**src/rtl/counter_pkg.sv**
```systemverilog
// Shared definitions for the up and down counters.
//   STATE_RUN / STATE_EXPIRED : 1-bit state encodings
//   state_e                   : FSM state type built on those encodings
//   counter_width()           : counter width for a given maximum value
//   clamp_value()             : min(value, max_value) on 32-bit unsigned operands
package counter_pkg;

    localparam logic STATE_RUN     = 1'b0;
    localparam logic STATE_EXPIRED = 1'b1;

    typedef enum logic {
        StRun     = STATE_RUN,
        StExpired = STATE_EXPIRED
    } state_e;

    // Width needed to hold 0..max_value; shared so both counters agree.
    function automatic int unsigned counter_width(input int unsigned max_value);
        return (max_value < 1) ? 1 : $clog2(max_value + 1);
    endfunction

    // Done on 32-bit operands so a narrow port against a full-range maximum
    // does not turn into a constant comparison.
    function automatic int unsigned clamp_value(input int unsigned value,
                                                input int unsigned max_value);
        return (value > max_value) ? max_value : value;
    endfunction

endpackage

```
**src/rtl/counter_prescaler.sv**
```systemverilog
// Step-strobe generator: divides enabled cycles by PRESCALE.
// Ports:
//   clk_i      clock
//   s_rst_n_i  synchronous active-low reset (clears the phase counter)
//   enable_i   advance the phase counter this cycle
//   clear_i    force the phase counter back to 0 (has priority over enable_i)
//   step_o     high on an enabled cycle whose phase is PRESCALE-1
module counter_prescaler #(
    parameter int unsigned PRESCALE = 4
) (
    input  logic clk_i,
    input  logic s_rst_n_i,
    input  logic enable_i,
    input  logic clear_i,
    output logic step_o
);

    localparam int unsigned CW = (PRESCALE < 2) ? 1 : $clog2(PRESCALE);

    logic [CW-1:0] cnt_q, cnt_d;
    logic          last;

    assign last   = (cnt_q == CW'(PRESCALE - 1));
    assign step_o = enable_i && !clear_i && last;

    always_comb begin
        cnt_d = cnt_q;
        if (clear_i) begin
            cnt_d = '0;
        end else if (enable_i) begin
            cnt_d = last ? '0 : cnt_q + CW'(1);
        end
    end

    always_ff @(posedge clk_i) begin
        if (!s_rst_n_i) begin
            cnt_q <= '0;
        end else begin
            cnt_q <= cnt_d;
        end
    end

endmodule

```
**src/rtl/down_counter.sv**
```systemverilog
// Loadable down counter / timer with terminal-count pulse and optional auto-reload.
// Optional build macro: DOWN_COUNTER_PRESCALER_EN (one step every PRESCALE enabled cycles).
// Ports:
//   clk_i          clock, all state on rising edge
//   s_rst_n_i      synchronous active-low reset
//   enable_i       count enable (one step per enabled RUN cycle)
//   load_i         load strobe (priority over counting)
//   load_value_i   value to load, clamped to MAX_VALUE
//   auto_reload_i  1 = reload at terminal count, 0 = one-shot
//   value_o        current count (registered)
//   zero_o         value_o == 0
//   tc_pulse_o     registered one-cycle terminal-count pulse
//   busy_o         high while in RUN
module down_counter
    import counter_pkg::*;
#(
    parameter int unsigned MAX_VALUE = 255,
    parameter int unsigned PRESCALE  = 4,
    localparam int unsigned WIDTH    = counter_width(MAX_VALUE)
) (
    input  logic             clk_i,
    input  logic             s_rst_n_i,
    input  logic             enable_i,
    input  logic             load_i,
    input  logic [WIDTH-1:0] load_value_i,
    input  logic             auto_reload_i,
    output logic [WIDTH-1:0] value_o,
    output logic             zero_o,
    output logic             tc_pulse_o,
    output logic             busy_o
);

    localparam logic [WIDTH-1:0] MaxVal = WIDTH'(MAX_VALUE);

    if (PRESCALE < 2) begin : g_prescale_check
        $error("down_counter: PRESCALE must be at least 2");
    end

    state_e           state_q, state_d;
    logic [WIDTH-1:0] value_q, value_d;
    logic [WIDTH-1:0] reload_q, reload_d;
    logic             tc_q, tc_d;
    logic [WIDTH-1:0] load_clamped;
    logic             run_enable;
    logic             step;

    assign load_clamped = WIDTH'(clamp_value(32'(load_value_i), MAX_VALUE));

    // A load cycle never counts, so it must not advance the prescaler either.
    assign run_enable = enable_i && (state_q == StRun) && !load_i;

`ifdef DOWN_COUNTER_PRESCALER_EN
    counter_prescaler #(
        .PRESCALE (PRESCALE)
    ) u_prescaler (
        .clk_i     (clk_i),
        .s_rst_n_i (s_rst_n_i),
        .enable_i  (run_enable),
        .clear_i   (load_i),
        .step_o    (step)
    );
`else
    assign step = run_enable;
`endif

    always_comb begin
        state_d  = state_q;
        value_d  = value_q;
        reload_d = reload_q;
        tc_d     = 1'b0;
        if (load_i) begin
            value_d  = load_clamped;
            reload_d = load_clamped;
            state_d  = StRun;
        end else if (step) begin
            if (value_q == '0) begin
                tc_d = 1'b1;
                if (auto_reload_i) begin
                    value_d = reload_q;
                end else begin
                    state_d = StExpired;
                end
            end else begin
                value_d = value_q - WIDTH'(1);
            end
        end
    end

    always_ff @(posedge clk_i) begin
        if (!s_rst_n_i) begin
            state_q  <= StRun;
            value_q  <= MaxVal;
            reload_q <= MaxVal;
            tc_q     <= 1'b0;
        end else begin
            state_q  <= state_d;
            value_q  <= value_d;
            reload_q <= reload_d;
            tc_q     <= tc_d;
        end
    end

    assign value_o    = value_q;
    assign zero_o     = (value_q == '0);
    assign tc_pulse_o = tc_q;
    assign busy_o     = (state_q == StRun);

endmodule

```
**config.mk**
```make
export PLATFORM = sky130hd
export DESIGN_NAME = down_counter
export DESIGN_NICKNAME = d
export VERILOG_FILES = /design/src/rtl/counter_pkg.sv /design/src/rtl/counter_prescaler.sv /design/src/rtl/down_counter.sv
export SDC_FILE = /design/constraint.sdc
export NUM_CORES = 1
export LEC_CHECK = 0
export ABC_CLOCK_PERIOD_IN_PS = 2050
export CELL_PAD_IN_SITES_DETAIL_PLACEMENT = 2
export CELL_PAD_IN_SITES_GLOBAL_PLACEMENT = 2
export CORE_UTILIZATION = 24
export DETAILED_ROUTE_END_ITERATION = 12
export PLACE_DENSITY = 0.79
export SYNTH_ARGS = -nofsm -noshare
export SYNTH_HDL_FRONTEND = slang
export SYNTH_HIERARCHICAL = 1
export SYNTH_SLANG_ARGS = --single-unit
```
**constraint.sdc**
```tcl
create_clock -name clk_i -period 2.05 [get_ports clk_i]
set_input_delay 0.41 -clock clk_i [delete_from_list [all_inputs] [get_ports clk_i]]
set_output_delay 0.41 -clock clk_i [all_outputs]
set_load 0.01 [all_outputs]
```
# ---- Word-level counts from Yosys, hierarchy flattened
# Cells that the tools add are included.
dict set report classes {
  addsub 1
  eq_ne 1
  muxes 5
  bitwise 4
  n_reduce_logical 9
}
# op count
set ops {}
lappend ops {{8-bit two-way mux} 4}
lappend ops {{8-bit logical NOT} 1}
lappend ops {{8-bit by 1-bit subtractor with 8-bit output (second input constant)} 1}
lappend ops {{1-bit NOT} 4}
lappend ops {{3-bit inequality test (second input constant)} 1}
lappend ops {{3-bit AND reduction} 1}
lappend ops {{3-bit OR reduction} 1}
lappend ops {{1-bit logical AND} 2}
lappend ops {{2-bit AND reduction} 1}
lappend ops {{2-bit nonzero test} 1}
lappend ops {{2-bit OR reduction} 1}
lappend ops {{1-bit logical NOT} 1}
lappend ops {{1-bit two-way mux} 1}
dict set report totals {
  register_bits 18
  input_bits 13
  output_inout_bits 11
  word_cells 24
}

# ---- Longest topological paths before layout
# Gate-level depths: netlist (run 1).
dict set report depth {
  word_depth 5
  mapped_depth 9
  ltp_nobuf 7
}

# ---- Worst setup path before layout (run 1)
# OpenSTA, ideal clock, no wires.
dict set report synth_timing {
  path_type {register to register}
  startpoint {register value_q[0], in the netlist value_o[0]}
  endpoint {register value_q[3], in the netlist value_o[3]}
  arrival_time_ns 2.033
  t_required_ns 1.928
  path_slack_ns -0.104
  path_stages_with_launch 9
  n_path_buf 2
  cell_sequence {dfxtp_1 -> inv_1 -> ha_1 -> or3b_2 -> clkbuf_1 -> or2_0 -> buf_6 -> o21a_1 -> a221o_1}
}
dict set report synth_via {
  elab_chain_cells 4
}
# element line
set synth_lines {}
lappend synth_lines {{from (decl)} down_counter.sv:40} ;# logic [WIDTH-1:0] value_q, value_d;
lappend synth_lines {{from (signal assigned)} down_counter.sv:92} ;# value_q <= MaxVal;
lappend synth_lines {{from (signal assigned)} down_counter.sv:97} ;# value_q <= value_d;
lappend synth_lines {{8-bit by 1-bit subtractor with 8-bit output / 8-bit logical NOT (equally long branches)} {down_counter.sv:84, down_counter.sv:76}}
lappend synth_lines {{8-bit two-way mux} down_counter.sv:76} ;# if (value_q == '0) begin
lappend synth_lines {{8-bit two-way mux} down_counter.sv:75} ;# end else if (step) begin
lappend synth_lines {{8-bit two-way mux} down_counter.sv:71} ;# if (load_i) begin
# Parallel ways exist; a longest one is shown, timed or not. The select of a mux whose other input is x is not followed.
# A chain may end at the register's enable or synchronous reset.

# ---- Worst setup path after layout (run 1)
dict set report layout_timing {
  startpoint {register value_q[0], in the netlist value_o[0]}
  endpoint {output port zero_o}
}
dict set report layout_via {
  elab_chain_cells 1
}
# element line
set layout_lines {}
lappend layout_lines {{8-bit logical NOT} down_counter.sv:104} ;# assign zero_o = (value_q == '0);
lappend layout_lines {{to (decl)} down_counter.sv:28} ;# output logic zero_o,
# Every way passes these cells.

==> results of run 1 <==
==> worst paths after layout <==
check,depth (start not counted),slack [ns],end,start
max,6,0.07,zero_o,value_o[0]$_SDFFE_PN1P_
min reg2reg,2,0.47,reload_q[6]$_SDFFE_PN1P_,reload_q[6]$_SDFFE_PN1P_
max reg2reg,8,0.12,value_o[6]$_SDFFE_PN1P_,value_o[0]$_SDFFE_PN1P_
min,2,0.47,reload_q[6]$_SDFFE_PN1P_,reload_q[6]$_SDFFE_PN1P_
==> kinds of logic after synthesis <==
family                     after synthesis
and+or+nand+nor                         54
muxes                                    1
xor gates and xnor gates                 3
DFF                                     18
AOI/OAI and AO/OA                       24
adders and majority gates                2
buffers and inverters                   12
==> report_power, final <==
group	switching [mW]	total (mW)	internal [mW]
registers	0.0147	0.389	0.375
logic	0.0935	0.206	0.112
clock network	0.124	0.295	0.171
total	0.232	0.890	0.657
==> cell usage in the layout (no fill, tap or decap), types with 2 or more instances in the layout <==
cell type | synthesis | layout
clkdlybuf4s50_1 | 0 | 22
buf_4 | 0 | 21
nand2_1 | 16 | 16
dfxtp_1 | 18 | 16
nand2b_1 | 10 | 10
nor3_1 | 8 | 8
nand3_1 | 8 | 8
a221o_1 | 7 | 7
a21oi_1 | 6 | 6
clkbuf_8 | 0 | 4
inv_2 | 0 | 3
inv_1 | 6 | 3
nor2_1 | 3 | 3
xnor2_1 | 3 | 3
a31oi_1 | 2 | 2
o211ai_1 | 2 | 2
nand3b_1 | 2 | 2
dfxtp_2 | 0 | 2
==> metal layers <==
layer | routed length, um | vias to the layer above | part of all wire (%) | GRT usage [%]
li1 | - | 492 | - | -
met1 | 1402 | 519 | 41 | 20.15
met2 | 1878 | 20 | 55 | 35.03
met3 | 89 | 2 | 2.6 | 3.697
met4 | 34 | 0 | 1.0 | 5.000
met5 | 0 | - | 0 | 0
==> layout make-up <==
type,instances,area [um^2]
Fill cell,442,2305
Clock buffer,4,55.05
Tap cell,48,60.06
Timing Repair Buffer,44,389.1
Multi-Input combinational cell,84,549.3
Sequential cell,18,362.8
Inverter,6,22.52
==> metrics by stage <==
| stage | util [%] | hold slack, ns |
|---|---|---|
| CTS | 38.27 | 0.4748 |
| global placement | 36.80 | 0.4451 |
| global route | 38.44 | 0.5090 |
| floorplan | - | 0.4276 |
| finish | 38.44 | 0.4708 |
| detailed placement | 36.80 | 0.4528 |
==> worst max-delay path, delay by kind of cell (launching register included) <==
family | cells | cell delay (ns)
adder cells (fa/ha/maj) | 1 | 0.13
buffers and inverters | 3 | 0.24
flip-flops | 1 | 0.33
AND/OR/NAND/NOR | 2 | 0.63
==> timing repair <==
item	4_1_cts	5_1_grt
cloned	0	0
endpoints found under the hold margin	0	0
pin swaps	1	2
endpoints found under the setup margin	2	1
resized for setup	8	1
==> flip-flops by register name, indices dropped and copies added, names as in the netlist <==
| signal | cells |
|---|---|
| state_q | 1 |
| value_o | 8 |
| tc_pulse_o | 1 |
| reload_q | 8 |
==> flow_summary_export.csv, run 1 <==
group,metric,value,unit
clock_network,htree_levels,1,
yosys,synth_adder_area_share,2.628,%
yosys,synth_xor_xnor_area_share,2.760,%
global_routing,grt_pass1_vias,1157,
yosys,yosysMostFrequentCell,"dfxtp_1",
yosys,synth_mux_area_share,1.183,%
yosys,ys_warn_count,6,
sta,rsz0062_at_grt,"false",
floorplanning,rows,22,
status,status,"finished, final reports clean",
sta,tightest_slew,0.5995,ns
yosys,synth_cell_type_count,31,
floorplanning,ioPinCount,24,
power,power,889.9,uW
setup_path,worst_setup_path_end_kind,"output pin",
floorplanning,die_h,64.99,um
setup_path,worstPathCellList,"inv_2 > ha_4 > or3b_4 > or2_4 > inv_2 > buf_6",
sta,tns,0,ns
yosys,yosys.area.top_type_share,37.84,%
detailed_routing,firstDrtPassIters,3,
setup_path,critPathSlowestCell,"or3b_4",
floorplanning,die_area,4223,um^2
clock_network,cts_root_buf,"clkbuf_8",
detailed_routing,drt-vias-per-instance,5.064,
min_path,hp-class,"register to register",
placed_design,post-place-ws,-0.1890,ns
global_routing,grt_max_degree,14,
detailed_routing,num_vias,1033,
clock_network,cts.path.max_buffers,2,
global_routing,overflow,0,
final_layout,final_nets,172,
sta,final_hold_viol_count,0,
sta,fin_crit,1.978,ns
detailed_routing,routed_wl,3404,um
setup_path,criticalPathCategory,"register to output pin",
global_routing,antenna_found_initial,0,
job,drv_cap,0,
floorplanning,start_util,25.43,%
sta,clock_skew,0.0007837,ns
yosys,synth_ff_type,"dfxtp_1",
detailed_routing,drc,0,
setup_path,cp_common_cell,"inv_2",
power,powerDensity,618.5,nW/um^2
floorplanning,core_area,3744,um^2
final_layout,postLayoutCellArea,1439,um^2
placed_design,placed_cell_area,1378,um^2
final_layout,synthToLayoutAreaGrowth,51.12,%
yosys,synth_compound_area_share,19.45,%
final_layout,drive_gt1_share,24.36,%
yosys,synth-simple-area-share,29.83,%
yosys,synth_edf_count,0,
setup_path,crit_fanout,2,
sta,drv_slew,0,
yosys,ys_ff_latch,18,
yosys,synthTopCellsByCount,"18 x dfxtp_1, 16 x nand2_1, 10 x nand2b_1, 8 x nand3_1, 8 x nor3_1",
sta,setup-violations-final,0,
floorplanning,dieWidth,64.99,um
setup_path,required,1.64,ns
yosys,synth-seq-area-share,37.84,%
yosys,synth_top_family_by_area,"simple AND/OR/NAND/NOR gates",
sta,post-route-period-util,96.50,%
sta,relSlewSlack,59.79,%
yosys,async_reset_ff_share,0,%
power,peakVddDrop,0.3128,mV
detailed_routing,drt_iter0_markers,22,
yosys,syn_area,952.2,um^2
final_layout,stdcell_count,204,
sta,clock.fmax,0.5055,GHz
sta,setup_ws,0.07173,ns
yosys,synthTopCellsByArea,"dfxtp_1 38%, a221o_1 7.4%, nand2b_1 6.6%",
clock_network,cts_tree,"built",
placed_design,place_inst,200,
placed_design,post-dp-hpwl,2659,um
yosys,syn_inst,114,
placed_design,globalplace.congestion,0.8240,
setup_path,arrival,1.57,ns
power,power.leakage,0.5826,nW
clock_network,cts.clk_slew.worst_paths,0.07,ns
setup_path,slowest_delay,0.38,ns
clock_network,numCtsBuffers,3,
clock_network,insertion_delay,0.25,ns
global_routing,grt_use_total,18.37,%
detailed_routing,wl_per_cell,16.69,um
final_layout,diodes,0,
yosys,synth_top_area_cell,"dfxtp_1",
detailed_routing,ant_nets,0,
setup_path,worstSetupStartpointType,"register",
yosys,synth_area_per_cell,8.352,um^2
global_routing,grt_pass1_wl,5685,um
placed_design,portBuffers,23,
yosys,synthesis.nets,129,
clock_network,hold_buffers,0,
clock_network,post-cts-setup-buffers,0,
clock_network,clkSinkCount,18,
No activity file was read; power rests on OpenSTA's default activity.
==> inputs of run 2 (changes only) <==
CAP_MARGIN = 10   (was default)
==> results of run 2 <==
Same layout as run 1: the final DEF is identical, and so are final timing and power.
